## src/rtl/serial_adder_controller.sv

```systemverilog
// Bit-serial addition sequencer: drives one shared external full adder LSB first,
// waits SETTLE cycles per bit for it to settle, and chains the carry between bits.
module serial_adder_controller #(
  parameter int WIDTH  = 8,
  parameter int SETTLE = 2
) (
  input  logic             clk,
  input  logic             reset_n,
  input  logic             start,
  input  logic [WIDTH-1:0] a,
  input  logic [WIDTH-1:0] b,
  input  logic             carryin,
  output logic             busy,
  output logic             done,
  output logic [WIDTH-1:0] sum,
  output logic             carryout,
  output logic             overflow,
  output logic             fa_a,
  output logic             fa_b,
  output logic             fa_cin,
  input  logic             fa_sum,
  input  logic             fa_cout
);

  localparam int CW = (SETTLE < 1) ? 1 : $clog2(SETTLE + 1);
  localparam int IW = $clog2(WIDTH);
  localparam logic [CW-1:0] CNT_INIT = CW'(SETTLE);
  localparam logic [CW-1:0] CNT_ONE  = CW'(1);
  localparam logic [CW-1:0] CNT_ZERO = CW'(0);
  localparam logic [IW-1:0] IDX_LAST = IW'(WIDTH - 1);
  localparam logic [IW-1:0] IDX_ONE  = IW'(1);
  localparam logic [IW-1:0] IDX_ZERO = IW'(0);

  typedef enum logic [1:0] {
    S_IDLE = 2'd0,
    S_WAIT = 2'd1,
    S_DONE = 2'd2
  } state_t;

  state_t           state_r;
  logic [WIDTH-1:0] op_a_r;
  logic [WIDTH-1:0] op_b_r;
  logic [WIDTH-1:0] acc_r;
  logic [WIDTH-1:0] sum_r;
  logic             cy_r;
  logic             carryout_r;
  logic             overflow_r;
  logic             busy_r;
  logic             done_r;
  logic [IW-1:0]    idx_r;
  logic [CW-1:0]    cnt_r;
  logic [WIDTH-1:0] acc_next_s;

  assign busy     = busy_r;
  assign done     = done_r;
  assign sum      = sum_r;
  assign carryout = carryout_r;
  assign overflow = overflow_r;
  assign acc_next_s = {fa_sum, acc_r[WIDTH-1:1]};

  // Adder inputs follow the current LSBs of the operand shift registers while waiting.
  always_comb begin
    fa_a   = 1'b0;
    fa_b   = 1'b0;
    fa_cin = 1'b0;
    if (state_r == S_WAIT) begin
      fa_a   = op_a_r[0];
      fa_b   = op_b_r[0];
      fa_cin = cy_r;
    end else begin
      fa_a   = 1'b0;
      fa_b   = 1'b0;
      fa_cin = 1'b0;
    end
  end

  // Sequencer: accept, per-bit settle/capture, one-cycle done.
  always_ff @(posedge clk or negedge reset_n) begin
    if (!reset_n) begin
      state_r    <= S_IDLE;
      op_a_r     <= {WIDTH{1'b0}};
      op_b_r     <= {WIDTH{1'b0}};
      acc_r      <= {WIDTH{1'b0}};
      sum_r      <= {WIDTH{1'b0}};
      cy_r       <= 1'b0;
      carryout_r <= 1'b0;
      overflow_r <= 1'b0;
      busy_r     <= 1'b0;
      done_r     <= 1'b0;
      idx_r      <= IDX_ZERO;
      cnt_r      <= CNT_ZERO;
    end else begin
      case (state_r)
        S_IDLE: begin
          done_r <= 1'b0;
          if (start) begin
            op_a_r  <= a;
            op_b_r  <= b;
            cy_r    <= carryin;
            idx_r   <= IDX_ZERO;
            cnt_r   <= CNT_INIT;
            busy_r  <= 1'b1;
            state_r <= S_WAIT;
          end
        end
        S_WAIT: begin
          if (cnt_r != CNT_ZERO) begin
            cnt_r <= cnt_r - CNT_ONE;
          end else begin
            acc_r  <= acc_next_s;
            cy_r   <= fa_cout;
            op_a_r <= {1'b0, op_a_r[WIDTH-1:1]};
            op_b_r <= {1'b0, op_b_r[WIDTH-1:1]};
            if (idx_r == IDX_LAST) begin
              // cy_r still holds the carry into the MSB here.
              overflow_r <= cy_r ^ fa_cout;
              carryout_r <= fa_cout;
              sum_r      <= acc_next_s;
              done_r     <= 1'b1;
              state_r    <= S_DONE;
            end else begin
              idx_r <= idx_r + IDX_ONE;
              cnt_r <= CNT_INIT;
            end
          end
        end
        S_DONE: begin
          done_r  <= 1'b0;
          busy_r  <= 1'b0;
          state_r <= S_IDLE;
        end
        default: begin
          done_r  <= 1'b0;
          busy_r  <= 1'b0;
          state_r <= S_IDLE;
        end
      endcase
    end
  end

endmodule
```

## config.mk

```make
export PLATFORM = sky130hd
export DESIGN_NAME = serial_adder_controller
export DESIGN_NICKNAME = d
export VERILOG_FILES = /design/src/rtl/serial_adder_controller.sv
export SDC_FILE = /design/constraint.sdc
export NUM_CORES = 1
export LEC_CHECK = 0
export CAP_MARGIN = 10
export CORE_MARGIN = 2
export CORE_UTILIZATION = 30
export CTS_CLUSTER_SIZE = 24
export DETAILED_ROUTE_END_ITERATION = 8
export REMOVE_ABC_BUFFERS = 1
export SYNTH_ARGS = -nofsm -noshare
export SYNTH_HDL_FRONTEND = slang
export SYNTH_SLANG_ARGS = --single-unit
```

## constraint.sdc

```tcl
create_clock -name clk -period 4.3 [get_ports clk]
set_input_delay 0.86 -clock clk [delete_from_list [all_inputs] [get_ports clk]]
set_output_delay 0.86 -clock clk [all_outputs]
set_load 0.05 [all_outputs]
```

==> run summary <==
The die width came out at a little under 90 um. The number of port buffers is 36. Sorting the synthesized cells by area gives the leading types as dfrtp_1, mux2_4, mux2_2.

Of all flip-flops after synthesis, the portion carrying an async set or reset was 100.0%. The power density over the cells came out at 819.4 nW/um2. The proportion of layout cells with a drive suffix above 1 came out at 35.03%. Summed over all layers, the routed wires come to around 3500 um. Data on the critical path is required at its endpoint by 3.44 ns. The shortest clock period the worst path allows after layout came out at around 3.2 ns. The analysis attributes to cell leakage a power of between 1 and 1.5 nW. The total inserted antenna cells came out at 0.

For the pin with the worst max-slew slack, the measured transition is between 0.9 and 1 ns. The number of global-route vias before repair came out at 1199. The row count came out at 30. The overall overflow remaining after global route came out at 0. The post-CTS resize count came out at 0. The post-route clock period utilization is about three quarters.

The final-stage net count is 202. The number of vias per cell after detailed routing is 4.525. The later-pin clock latency in the skew report is about 0.3 ns. The overall die height is 86.86 um. The clock tree from TritonCTS is built. The setup path with the least slack is of type reg -> out. The length in cells of the worst reg-to-reg path is 4.

Counting the buffers created by CTS gives 5. For this run, the register share of the synthesized area comes to a little over half. Global routing consumed, over all layers together, roughly 10% of the routing resources. The number of sinks driven by the clock tree came out at 43. The main flop type after synthesis is dfrtp_1. The initial antenna violation count came out at 0. The clock tree synthesis step divided the H-tree into 2 levels. The worst register-to-register path begins at state_r[0].

The detailed-router iteration count before antenna repair came out at 4. The average instance in the mapped netlist occupies 14.92 um2. The starting utilization of the core area is between 30% and 40%. The die area is approximately 7500 um2.

The endpoint of the worst hold-timing path is overflow. The number of top-level pins is 37. The top achievable clock speed came out at 317.5 MHz. Of all nets on the critical path, the largest fanout is 10. The number of fill cells in the layout is roughly 630.

Setup repair after global routing left no endpoint under its margin. After floorplanning, the core was sized to cover 6719 um2. STA classifies the critical path startpoint as a flip-flop. In this run the most critical hold path is launched from overflow. The total setup violations reported at the end of the flow came out at 0. The largest net degree at the start of global routing came out at 44. The DRC violations left came out at 0.

The overall power of the completed layout came out at roughly 2.1 mW. The unique cell type count in the Yosys netlist came out at 27. In this run the biggest area consumer among cell types represents 52.25% of the synthesized area. STA classifies the critical path endpoint as an output pin.

The area of the mapped netlist came out at a little over 2000 um2. The final setup TNS came out at 0 ns. The min-delay analysis places its worst path in the category reg -> reg. The number of pins with negative max-slew slack in the final report came out at 0.

The routed wire length per instance came out at about 14 um. The setup skew after layout is 0.008988 ns. The buffer depth of the longest clock path came out at 2. In this run, synthesis inferred 0 flip-flops with an integrated enable. The hold buffer count at CTS is 0. The run finished with clean final reports.

The hold-critical path depth came out at 2. The buffer cell driving the clock tree root is clkbuf_8. The clock transition at the registers of the reported paths came out at 0.08 ns. In this run the tightest slew margin relative to its limit is a little over a third. VDD sags by at most 0.2244 mV. The data arrival at the endpoint of the critical path is roughly 2.3 ns.

In this run the remaining antenna-violating nets after routing total 0. The reg2reg setup slack came out at 2.16 ns. Summed over all instances, the cell type with the most area after synthesis is dfrtp_1. The endpoint identified for the worst register-to-register timing path is op_b_r[0]. The flip-flop and latch count after synthesis came out at 43. The cell count after synthesis is roughly 140. The number of warnings printed during yosys synthesis is 0. The reported max-cap violation count came out at 0.

The first routing iteration left 56 violations. Summed over all nets, the half-perimeter wirelength after detailed placement is 2375 um. The number of setup buffers added after CTS is 0.

The routed layout has 1163 vias. The congestion estimate from routability-driven global placement came to 0.6927. The first global-routing pass estimated 5975 um of wire. The number of failing hold endpoints at the final stage came out at 0. The post-synthesis to final-layout area growth came out at 24.85%.
kinds of logic after synthesis:
family / count (synthesis) / synth area share (%)
mux: 47 / 30.01
flops: 43 / 52.25
simple gates: 19 / 5.772
compound gates: 14 / 4.860
buf+inv: 10 / 4.253
fa+ha+maj: 4 / 2.430
xor+xnor: 1 / 0.4254
Yosys cell counts (2+ instances only):
master and instances:
mux2_2 22, a22o_1 4, mux2_4 24, buf_2 2
nand3_1 2, inv_1 4, nand2_1 2, ha_1 4
o21ai_0 4, a21oi_1 3, and2_1 3, dfrtp_1 43
buf_12 2, buf_6 2, nor2_1 5
worst max path at each step:
stage | from | to | slack, ns
2_1_floorplan | state_r[0] | fa_a | 1.66
3_3_place_gp | state_r[0] | fa_cin | 1.48
3_5_place_dp | state_r[0] | fa_cin | 1.46
4_1_cts | state_r[0] | fa_cin | 1.12
5_1_grt | state_r[0] | fa_cin | 1.02
6_report | state_r[0] | fa_cin | 1.15
worst max-delay path: stages (launching register included):
cell and delay, ns:
dfrtp_1 0.44, nor2b_2 0.53, and2_1 0.21, clkdlybuf4s50_1 0.81
through the flow:
step	hold slack (ns)	utilization (%)	instance area, um2	std cells	setup WS [ns]
after CTS	0.5097	38.27	2571	257	1.123
after floorplan	0.4606	-	1987	132	1.665
after detailed placement	0.4871	36.46	2450	249	1.460
final	0.4996	38.27	2571	257	1.150
after global routing	0.5266	38.27	2571	257	1.019
after global placement	0.4820	36.46	2450	249	1.481
area by class of cell:
| class | instances | area [um2] | area share (%) |
|---|---|---|---|
| clock buffer | 6 | 82.58 | 3.212 |
| clock inverter | 2 | 38.79 | 1.509 |
| inverter | 4 | 15.01 | 0.5839 |
| multi-input combinational | 85 | 895.9 | 34.84 |
| sequential | 43 | 1076 | 41.85 |
| tap | 80 | 100.1 | 3.893 |
| timing repair buffer | 37 | 362.8 | 14.11 |
cell usage in the layout, fill, tap and decap left out, types with 2 or more instances in the layout:
cell / count
a21oi_1: 3
dfrtp_1: 43
inv_1: 4
ha_1: 4
mux2_4: 24
and2_1: 3
a22o_1: 4
clkbuf_8: 6
clkdlybuf4s50_1: 35
nor2_1: 5
o21ai_0: 4
mux2_2: 22
nand2_1: 2
nand3_1: 2
report_power, final:
| group | switching (mW) | leakage (nW) | internal (mW) | total (mW) |
|---|---|---|---|---|
| combinational | 0.518 | 0.609 | 0.572 | 1.09 |
| sequential | 0.0997 | 0.535 | 0.584 | 0.684 |
| clock | 0.142 | 0.0618 | 0.191 | 0.333 |
flip-flops by register name, indices dropped and copies added, names as in the netlist:
name      flops
cnt_r         2
sum           8
op_b_r        8
idx_r         3
cy_r          1
op_a_r        8
done          1
state_r       2
overflow      1
carryout      1
acc_r         7
busy          1
layer usage:
metal	up-vias	routed length, um	track usage (%)
li1	562	-	-
met5	-	0	0
met4	0	74	4.688
met3	7	139	2.275
met1	570	1718	14.47
met2	24	1580	15.20
(Power assumes the default switching activity.)
